## config.mk

```make
export PLATFORM = sky130hd
export DESIGN_NAME = exe_stage
export DESIGN_NICKNAME = d
export VERILOG_FILES = /design/src/rtl/exe_stage.sv
export SDC_FILE = /design/constraint.sdc
export NUM_CORES = 2
export LEC_CHECK = 0
export BUFFER_PORTS_ARGS = -buffer_cell sky130_fd_sc_hd__clkbuf_2
export CORE_MARGIN = 1.5
export CORE_UTILIZATION = 65
export CTS_CLUSTER_SIZE = 24
export DETAILED_ROUTE_END_ITERATION = 7
export MAX_ROUTING_LAYER = met4
export PLACE_DENSITY = 0.83
export SLEW_MARGIN = 10
export SYNTH_ARGS = -nofsm -noshare
export SYNTH_HDL_FRONTEND = slang
export SYNTH_SLANG_ARGS = --single-unit
```

## constraint.sdc

```tcl
create_clock -name clk -period 10.9 [get_ports clk]
set_input_delay 2.725 -clock clk [delete_from_list [all_inputs] [get_ports clk]]
set_output_delay 2.725 -clock clk [all_outputs]
set_load 0.01 [all_outputs]
```

## src/rtl/exe_stage.sv

```systemverilog
// Execute stage of the 5-stage MIPS pipeline: ALU, HI/LO, 32-step restoring divider,
// data-SRAM request issue and forwarding info back to decode.
module exe_stage #(
    parameter int DS_TO_ES_BUS_WD = 145,
    parameter int ES_TO_MS_BUS_WD = 71
) (
    input  logic                       clk,
    input  logic                       reset,
    input  logic                       ms_allowin,
    output logic                       es_allowin,
    input  logic                       ds_to_es_valid,
    input  logic [DS_TO_ES_BUS_WD-1:0] ds_to_es_bus,
    output logic                       es_to_ms_valid,
    output logic [ES_TO_MS_BUS_WD-1:0] es_to_ms_bus,
    output logic [4:0]                 es_to_ds_dest,
    output logic                       es_valid_r,
    output logic                       es_we_r,
    output logic [31:0]                es_fw_send,
    output logic                       es_send_ready,
    output logic                       data_sram_en,
    output logic [3:0]                 data_sram_wen,
    output logic [31:0]                data_sram_addr,
    output logic [31:0]                data_sram_wdata
);

    logic                       r_es_valid;
    logic [DS_TO_ES_BUS_WD-1:0] r_ds_bus;
    logic [31:0]                r_hi;
    logic [31:0]                r_lo;
    logic [5:0]                 r_div_cnt;
    logic [31:0]                r_div_rem;
    logic [31:0]                r_div_quo;

    logic [19:0] w_alu_op;
    logic        w_load_op, w_src1_is_sa, w_src1_is_pc, w_src2_is_imm_0;
    logic        w_src2_is_imm, w_src2_is_8, w_gr_we, w_mem_we;
    logic [4:0]  w_dest;
    logic [15:0] w_imm;
    logic [31:0] w_rs, w_rt, w_pc;

    assign {w_alu_op, w_load_op, w_src1_is_sa, w_src1_is_pc, w_src2_is_imm_0,
            w_src2_is_imm, w_src2_is_8, w_gr_we, w_mem_we,
            w_dest, w_imm, w_rs, w_rt, w_pc} = r_ds_bus;

    logic w_div_op, w_div_signed, w_div_done, w_ready_go, w_fire, w_res_from_mem;

    assign w_div_op       = w_alu_op[18] | w_alu_op[19];
    assign w_div_signed   = w_alu_op[18];
    assign w_div_done     = (r_div_cnt == 6'd33);
    assign w_ready_go     = w_div_op ? w_div_done : 1'b1;
    assign w_fire         = r_es_valid & w_ready_go & ms_allowin;
    assign w_res_from_mem = w_load_op & ~w_mem_we;
    assign es_allowin     = ~r_es_valid | (w_ready_go & ms_allowin);

    // Pipeline valid bit and instruction bus register.
    always_ff @(posedge clk) begin
        if (reset) begin
            r_es_valid <= 1'b0;
            r_ds_bus   <= '0;
        end else if (es_allowin) begin
            r_es_valid <= ds_to_es_valid;
            if (ds_to_es_valid) begin
                r_ds_bus <= ds_to_es_bus;
            end
        end
    end

    logic [31:0] w_src1, w_src2;
    assign w_src1 = w_src1_is_sa    ? {27'd0, w_imm[10:6]} :
                    w_src1_is_pc    ? w_pc : w_rs;
    assign w_src2 = w_src2_is_imm   ? {{16{w_imm[15]}}, w_imm} :
                    w_src2_is_imm_0 ? {16'd0, w_imm} :
                    w_src2_is_8     ? 32'd8 : w_rt;

    // Divider works on magnitudes; signs are restored from the original operands.
    logic        w_dvd_neg, w_dvs_neg;
    logic [31:0] w_dvd_mag, w_dvs_mag, w_quo_fin, w_rem_fin;
    logic [32:0] w_div_shift, w_div_sub;

    assign w_dvd_neg   = w_div_signed & w_rs[31];
    assign w_dvs_neg   = w_div_signed & w_rt[31];
    assign w_dvd_mag   = w_dvd_neg ? (32'd0 - w_rs) : w_rs;
    assign w_dvs_mag   = w_dvs_neg ? (32'd0 - w_rt) : w_rt;
    assign w_div_shift = {r_div_rem, r_div_quo[31]};
    assign w_div_sub   = w_div_shift - {1'b0, w_dvs_mag};
    assign w_quo_fin   = (w_dvd_neg ^ w_dvs_neg) ? (32'd0 - r_div_quo) : r_div_quo;
    assign w_rem_fin   = w_dvd_neg ? (32'd0 - r_div_rem) : r_div_rem;

    // Divider: count 0 loads operands, counts 1..32 iterate, 33 holds the result.
    always_ff @(posedge clk) begin
        if (reset) begin
            r_div_cnt <= 6'd0;
            r_div_rem <= 32'd0;
            r_div_quo <= 32'd0;
        end else if (ds_to_es_valid & es_allowin) begin
            r_div_cnt <= 6'd0;
        end else if (r_es_valid & w_div_op & ~w_div_done) begin
            r_div_cnt <= r_div_cnt + 6'd1;
            if (r_div_cnt == 6'd0) begin
                r_div_rem <= 32'd0;
                r_div_quo <= w_dvd_mag;
            end else if (!w_div_sub[32]) begin
                r_div_rem <= w_div_sub[31:0];
                r_div_quo <= {r_div_quo[30:0], 1'b1};
            end else begin
                r_div_rem <= w_div_shift[31:0];
                r_div_quo <= {r_div_quo[30:0], 1'b0};
            end
        end
    end

    logic [63:0] w_mul_a, w_mul_b, w_prod;
    assign w_mul_a = {{32{w_alu_op[12] & w_rs[31]}}, w_rs};
    assign w_mul_b = {{32{w_alu_op[12] & w_rt[31]}}, w_rt};
    assign w_prod  = w_mul_a * w_mul_b;

    // HI/LO are written only when the owning instruction leaves ES.
    always_ff @(posedge clk) begin
        if (reset) begin
            r_hi <= 32'd0;
            r_lo <= 32'd0;
        end else if (w_fire) begin
            if (w_alu_op[12] | w_alu_op[13]) begin
                r_hi <= w_prod[63:32];
                r_lo <= w_prod[31:0];
            end else if (w_div_op) begin
                r_hi <= w_rem_fin;
                r_lo <= w_quo_fin;
            end else if (w_alu_op[14]) begin
                r_hi <= w_rs;
            end else if (w_alu_op[15]) begin
                r_lo <= w_rs;
            end
        end
    end

    logic [31:0] w_es_result;

    // One-hot ALU result select; ops without a GPR result yield zero.
    always_comb begin
        w_es_result = 32'd0;
        case (1'b1)
            w_alu_op[0]:  w_es_result = w_src1 + w_src2;
            w_alu_op[1]:  w_es_result = w_src1 - w_src2;
            w_alu_op[2]:  w_es_result = {31'd0, ($signed(w_src1) < $signed(w_src2))};
            w_alu_op[3]:  w_es_result = {31'd0, (w_src1 < w_src2)};
            w_alu_op[4]:  w_es_result = w_src1 & w_src2;
            w_alu_op[5]:  w_es_result = ~(w_src1 | w_src2);
            w_alu_op[6]:  w_es_result = w_src1 | w_src2;
            w_alu_op[7]:  w_es_result = w_src1 ^ w_src2;
            w_alu_op[8]:  w_es_result = w_src2 << w_src1[4:0];
            w_alu_op[9]:  w_es_result = w_src2 >> w_src1[4:0];
            w_alu_op[10]: w_es_result = $unsigned($signed(w_src2) >>> w_src1[4:0]);
            w_alu_op[11]: w_es_result = {w_src2[15:0], 16'd0};
            w_alu_op[16]: w_es_result = r_hi;
            w_alu_op[17]: w_es_result = r_lo;
            default:      w_es_result = 32'd0;
        endcase
    end

    assign es_to_ms_valid  = r_es_valid & w_ready_go;
    assign es_to_ms_bus    = {w_res_from_mem, w_gr_we, w_dest, w_es_result, w_pc};
    assign es_to_ds_dest   = w_dest;
    assign es_valid_r      = r_es_valid;
    assign es_we_r         = w_gr_we;
    assign es_fw_send      = w_es_result;
    assign es_send_ready   = r_es_valid & ~w_res_from_mem & w_ready_go;
    assign data_sram_en    = r_es_valid & w_load_op & w_ready_go & ms_allowin;
    assign data_sram_wen   = {4{w_mem_we & data_sram_en}};
    assign data_sram_addr  = w_es_result;
    assign data_sram_wdata = w_rt;

endmodule

```

### Word level (Yosys, flattened, before mapping)

Cells that the tools add are included.
W data, S select, Z words.

| operators by class | value |
|---|---|
| add/sub/neg operators | 8 |
| multiply operators | 1 |
| divide/modulo/power cells | 0 |
| order comparisons | 2 |
| equal/unequal tests | 2 |
| shifts and indexed selects | 3 |
| multiplexer cells | 35 |
| bitwise gates (word level) | 30 |
| reductions and logical operators | 8 |

Operator list:

| operator | count |
|---|---|
| $mux W32 | 33 |
| $sub A1 B32 Y32 const A | 4 |
| $lt A32 B32 Y1 | 2 |
| $mul A33 B33 Y64 | 1 |
| $sub A33 B32 Y33 | 1 |
| $add A32 B32 Y32 | 1 |
| $and A32 B32 Y32 | 1 |
| $not A32 Y32 | 1 |
| $or A32 B32 Y32 | 1 |
| $shl A32 B5 Y32 | 1 |
| $shr A32 B5 Y32 | 1 |
| $sshr A32 B5 Y32 | 1 |
| $sub A32 B32 Y32 | 1 |
| $xor A32 B32 Y32 | 1 |
| $and A1 B1 Y1 | 17 |
| $add A6 B1 Y6 const B | 1 |
| $eq A6 B6 Y1 const B | 1 |
| $logic_not A6 Y1 | 1 |
| $reduce_and A2 Y1 | 3 |
| $reduce_bool A3 Y1 | 2 |
| $not A1 Y1 | 5 |
| $ne A3 B1 Y1 const B | 1 |
| $or A1 B1 Y1 | 3 |
| $reduce_and A3 Y1 | 1 |
| 3 further kinds | 4 |

| storage, ports and cells | value |
|---|---|
| register bits after elaboration | 280 |
| bits in latches | 0 |
| RAM bits | 0 |
| memory bits (read-only) | 0 |
| input port bits | 149 |
| output and inout bits | 182 |
| logic and storage cells | 96 |
| memories | 0 |

### Logic depth before layout (Yosys ltp)

| depth | value |
|---|---|
| word-level depth | 15 |
| mapped depth | 32 |
| mapped depth without buffers | 29 |

### Worst setup path after synthesis

No wires, ideal clock.

| timing path | value |
|---|---|
| path kind | reg2reg |
| start | register r_ds_bus[95] |
| end | register r_hi[29] |
| library setup time | 0.119 ns |
| data arrival time | 8.105 ns |
| required time | 10.781 ns |
| slack | 2.675 ns |
| stages on the path, launching flop included | 29 |
| buffers on the path | 2 |
| clock period less this slack | 8.225 ns |
| cell sequence | dfxtp_1 clkbuf_1 and2_1 clkbuf_1 nand2_1 inv_1 fa_1 fa_1 fa_1 inv_1 fa_1 inv_1 fa_1 fa_1 fa_1 inv_1 fa_1 inv_1 ha_1 a21o_1 a21o_1 a2111oi_2 o31ai_1 a2111oi_0 a22oi_1 a211o_1 nand4b_1 a21boi_0 o21ai_1 |

| on the way | value |
|---|---|
| longest elaborated chain between the ends | 4 |
| elaborated cells on any way between the ends | 6 |
| those cells by class | mul (1); mux (3); bitwise (2) |

RTL lines:

| what | RTL line | text |
|---|---|---|
| start, declared | 27 | `logic [DS_TO_ES_BUS_WD-1:0] r_ds_bus;` |
| start signal, assigned | 63 | `r_ds_bus <= ds_to_es_bus;` |
| parallel branches: the longest is 3 deep, another holds $mul A33 B33 Y64 | n/a |  |
| $mux W32 * | 123 | `if (w_alu_op[12] \| w_alu_op[13]) begin` |
| end signal, assigned | 124 | `r_hi <= w_prod[63:32];` |
| end signal, assigned | 127 | `r_hi <= w_rem_fin;` |
| end signal, assigned | 130 | `r_hi <= w_rs;` |
| end, declared | 28 | `logic [31:0] r_hi;` |

Every way passes the cells marked *.
A chain may end at the register's enable or synchronous reset.

### Final worst setup path

| timing path | value |
|---|---|
| start | register r_ds_bus[121] |
| end | output es_fw_send[30] |

| on the way | value |
|---|---|
| longest elaborated chain between the ends | 14 |
| elaborated cells on any way between the ends | 23 |
| those cells by class | add/sub (2); shift (3); mux (14); bitwise (4) |

RTL lines:

| what | RTL line | text |
|---|---|---|
| $mux W32 * | 72 | `w_src2_is_imm_0 ? {16'd0, w_imm} :` |
| $mux W32 * | 71 | `assign w_src2 = w_src2_is_imm ? {{16{w_imm[15]}}, w_imm} :` |
| $sshr A32 B5 Y32 / $mux W32 (equally long branches) | 153, 142 |  |
| $mux W32 (10 in a row) | 142 | `case (1'b1)` |
| $mux W32 * | 142 |  |
| end, declared | 18 | `output logic [31:0] es_fw_send,` |

Mark *: on every way between the ends. The rest lies on a longest branch, timed or not.

==> run_results.csv <==
group,metric,value,unit
critical_path,crit_path_max_incr_delay,0.80,ns
grt,track_usage,0.510,
timing,min_period_over_period,0.902,
timing,setup_viol,0,
routing,wirelength,254000,um
floorplanning,dieHeight,321,um
floorplanning,ios,331,
synthesis,synth_cell_types,100,
critical_path,startpoint_type,"register",
routing,wire_per_inst,27.0,um
timing,rsz0062_at_grt,"no",
min_path,worstHoldStart,"r_lo[22]",
timing,hold_slack,0.457,ns
synthesis,synth_edf_count,0,
synthesis,synth_fa_ha_area_frac,0.410,
routing,first_pass_iters,8,
synthesis,synth_top_cell_area_share,0.344,
grt,grt_pass1_vias,61500,
timing,period_minus_slack,9.83,ns
min_path,hp-class,"register to register",
finish,n_fill_cell,8122,
synthesis,synthCells,8220,
grt,grt_pass1_wl,381000,um
synthesis,yosys.area_share.simple,0.175,
critical_path,crit_start,"r_ds_bus[121]",
cts,tritoncts,"built",
floorplanning,row_count,116,
critical_path,required,8.18,ns
finish,area_growth,4.09,%
floorplanning,die_x,321,um
routing,remaining_drc_errors,1,
timing,skew,0.0344,ns
synthesis,synthMuxAreaShare,0.0205,
timing,drv_slew,0,
synthesis,syn_area,0.0657,mm^2
grt,antenna_found_initial,17,
timing,maxSlewHeadroom,0.136,
timing,hold_viol,0,
cts,clk-insertion-delay-late,0.60,ns
finish,drive_gt1_frac,0.0882,
timing,fmax,102,MHz
synthesis,ys.flop_type,"dfxtp_1",
grt,grt-ovfl-total,0,
synthesis,synth-xor-area-share,0.0349,
floorplanning,initial_core_util,0.656,
power,ir_drop,0.107,mV
critical_path,timing.rr.start,"r_ds_bus[73]",
cts,cts.repair.resized,0,
placed_design,dp.final_hpwl,198000,um
placed_design,port-buffer-count,330,
synthesis,synth.area.top_cells,"fa_1, dfxtp_1, nand2_1",
synthesis,synth_seq_cells,280,
power,p_leak,0.0322,uW
power,fin_total_pwr,5770,uW
synthesis,async_reset_ff_frac,0,
critical_path,crit_path_top_delay_cell,"or2_1",
placed_design,gp_congestion,1.10,
synthesis,syn_avg_cell_area,7.99,um^2
critical_path,cp_max_fo,18,
placed_design,place_inst,9304,
floorplanning,core_area,0.100,mm^2
finish,final_cells,9390,
job,drv_cap,0,
critical_path,arrival,7.11,ns
finish,final_cell_mix,"nand2_1, inv_1, fa_1, a21oi_1, nor2_1",
critical_path,path_class,"register to output port",
synthesis,synth_compound_area_frac,0.152,
routing,num_vias,60900,
cts,h-tree-depth,2,
synthesis,syn-num-nets,9845,
synthesis,synth_top_cell_by_area,"fa_1",
cts,cts.clk_slew.worst_paths,0.06,ns
routing,drt_iter0_drc,7585,
synthesis,yosysWarnings,0,
routing,ant_nets,0,
cts,cts_made_buffers,36,
critical_path,crit_path_cell_trace,"or2_1 > nor3_1 > a21oi_1 > buf_4 > inv_1 > ha_1 > fa_1 > o21bai_1 > nand2_1 > nand4b_1 > a31oi_1 > o41a_1 > o31ai_1 > a31oi_1 > o41ai_1 > xnor2_1 > a21oi_1 > nor4_1 > buf_4 > clkbuf_2",
cts,cts.sinks,280,
finish,mostFrequentLayoutCell,"nand2_1",
timing,setup-tns-final,0,ns
min_path,min_to,"r_lo[22]",
critical_path,end_kind,"output port",
synthesis,synth_seq_area_share,0.0853,
status,violations,"DRC",
critical_path,reg2reg_depth,26,
routing,vias_per_cell,6.48,
finish,final_nets,9669,
power,pwr_density_cell,84.4,mW/mm^2
min_path,hold_depth,2,
cts,clockBufferDepth,3,
critical_path,worstReg2RegEnd,"r_hi[28]",
critical_path,reg2reg_slack,1.51,ns
grt,grt_start_max_net_pins,111,
cts,hold_buffers,0,
floorplanning,die_area,0.103,mm^2
cts,cts_setup_buffers,0,
cts,cts_root_buffer,"clkbuf_16",
synthesis,synth_top_family_by_area,"adder cells",
status,status,"complete, but fails checks",
timing,tightest_slew,1.29,ns
stage by stage:
step           area (um^2)  setup slack [ns]   util
2_1_floorplan        65700              2.68      -
3_3_place_gp         67100              1.94  0.670
3_5_place_dp         67100              1.68  0.670
4_1_cts              68300              1.35  0.682
5_1_grt              68400             0.981  0.683
6_report             68400              1.07  0.683
final cells by class:
class                           count  area, um^2  share of cell area
Multi-Input combinational cell   5957       52100               0.762
Sequential cell                   280        5660              0.0827
Clock inverter                     16         165             0.00242
Antenna cell                       21        52.6            0.000769
Inverter                         1263        4740              0.0693
Clock buffer                       49        1010              0.0148
Timing Repair Buffer              506        3010              0.0440
Tap cell                         1298        1620              0.0238
layer usage:
metal	GRT usage	up-vias	routed length, um
met3	0.137	1111	33100
met5	-	-	0
met1	0.631	29600	91200
li1	-	25700	-
met4	0.344	0	21500
met2	0.733	4384	108000
flip-flops by register name, summed over array words and instances (netlist names):
register,flops
es_valid_r,1
r_lo,32
r_div_cnt,6
r_div_rem,32
r_div_quo,32
r_hi,32
r_ds_bus,145
worst max path at each step:
stage,end,slack (ns),cells past startpoint
after global placement,r_hi[29],1.94,28
after global routing,es_to_ms_bus[62],0.98,20
after CTS,es_fw_send[30],1.35,20
after detailed placement,r_hi[29],1.68,28
final,es_fw_send[30],1.07,20
after floorplan,r_hi[29],2.68,28
report_power, final:
group / leakage [uW] / internal, uW / switching, uW / total (uW)
Combinational: 0.0294 / 1070 / 2210 / 3280
Clock: 0.000574 / 706 / 555 / 1260
Sequential: 0.00230 / 1070 / 157 / 1230
kinds of logic (layout without fill, tap and decap cells):
logic type | Yosys count | count (layout)
AOI/OAI and AO/OA | 1556 | 1556
xor gates and xnor gates | 262 | 262
adders and majority gates | 1476 | 1476
buffers and inverters | 1983 | 1834
DFF | 280 | 280
muxes | 126 | 126
other | 0 | 21
and+or+nand+nor | 2537 | 2537
synthesized netlist by cell type, drive strengths merged, types with 13 or more instances:
| cell | count |
|---|---|
| a221oi | 33 |
| nand4 | 19 |
| o41ai | 18 |
| nand3 | 55 |
| or2 | 39 |
| nand2 | 1288 |
| xnor2 | 151 |
| or4 | 17 |
| o2111ai | 19 |
| o21bai | 32 |
| or3 | 37 |
| nor4b | 13 |
| a22oi | 31 |
| o211ai | 61 |
| o221ai | 19 |
| fa | 1128 |
| and3 | 40 |
| o31ai | 45 |
| nand2b | 33 |
| a21oi | 564 |
| a311oi | 27 |
| o22ai | 22 |
| a31oi | 39 |
| nor2 | 443 |
| ha | 348 |
| mux2i | 107 |
| nor2b | 31 |
| and2 | 358 |
| o21a | 35 |
| nor3 | 120 |
| o21ai | 264 |
| a2111oi | 22 |
| a21o | 64 |
| a211oi | 160 |
| nor4 | 23 |
| clkbuf | 438 |
| mux2 | 14 |
| xor2 | 111 |
| buf | 282 |
| dfxtp | 280 |
| inv | 1258 |
worst max-delay path, delay by kind of cell, from the launching register on:
| family | cells | cell delay (ns) |
|---|---|---|
| buffers and inverters | 4 | 0.73 |
| xor gates and xnor gates | 1 | 0.19 |
| AOI/OAI and AO/OA | 8 | 2.44 |
| adders and majority gates | 2 | 0.72 |
| and+or+nand+nor | 5 | 1.67 |
| DFF | 1 | 0.76 |
Note: power is estimated with default switching activity, not from simulation.
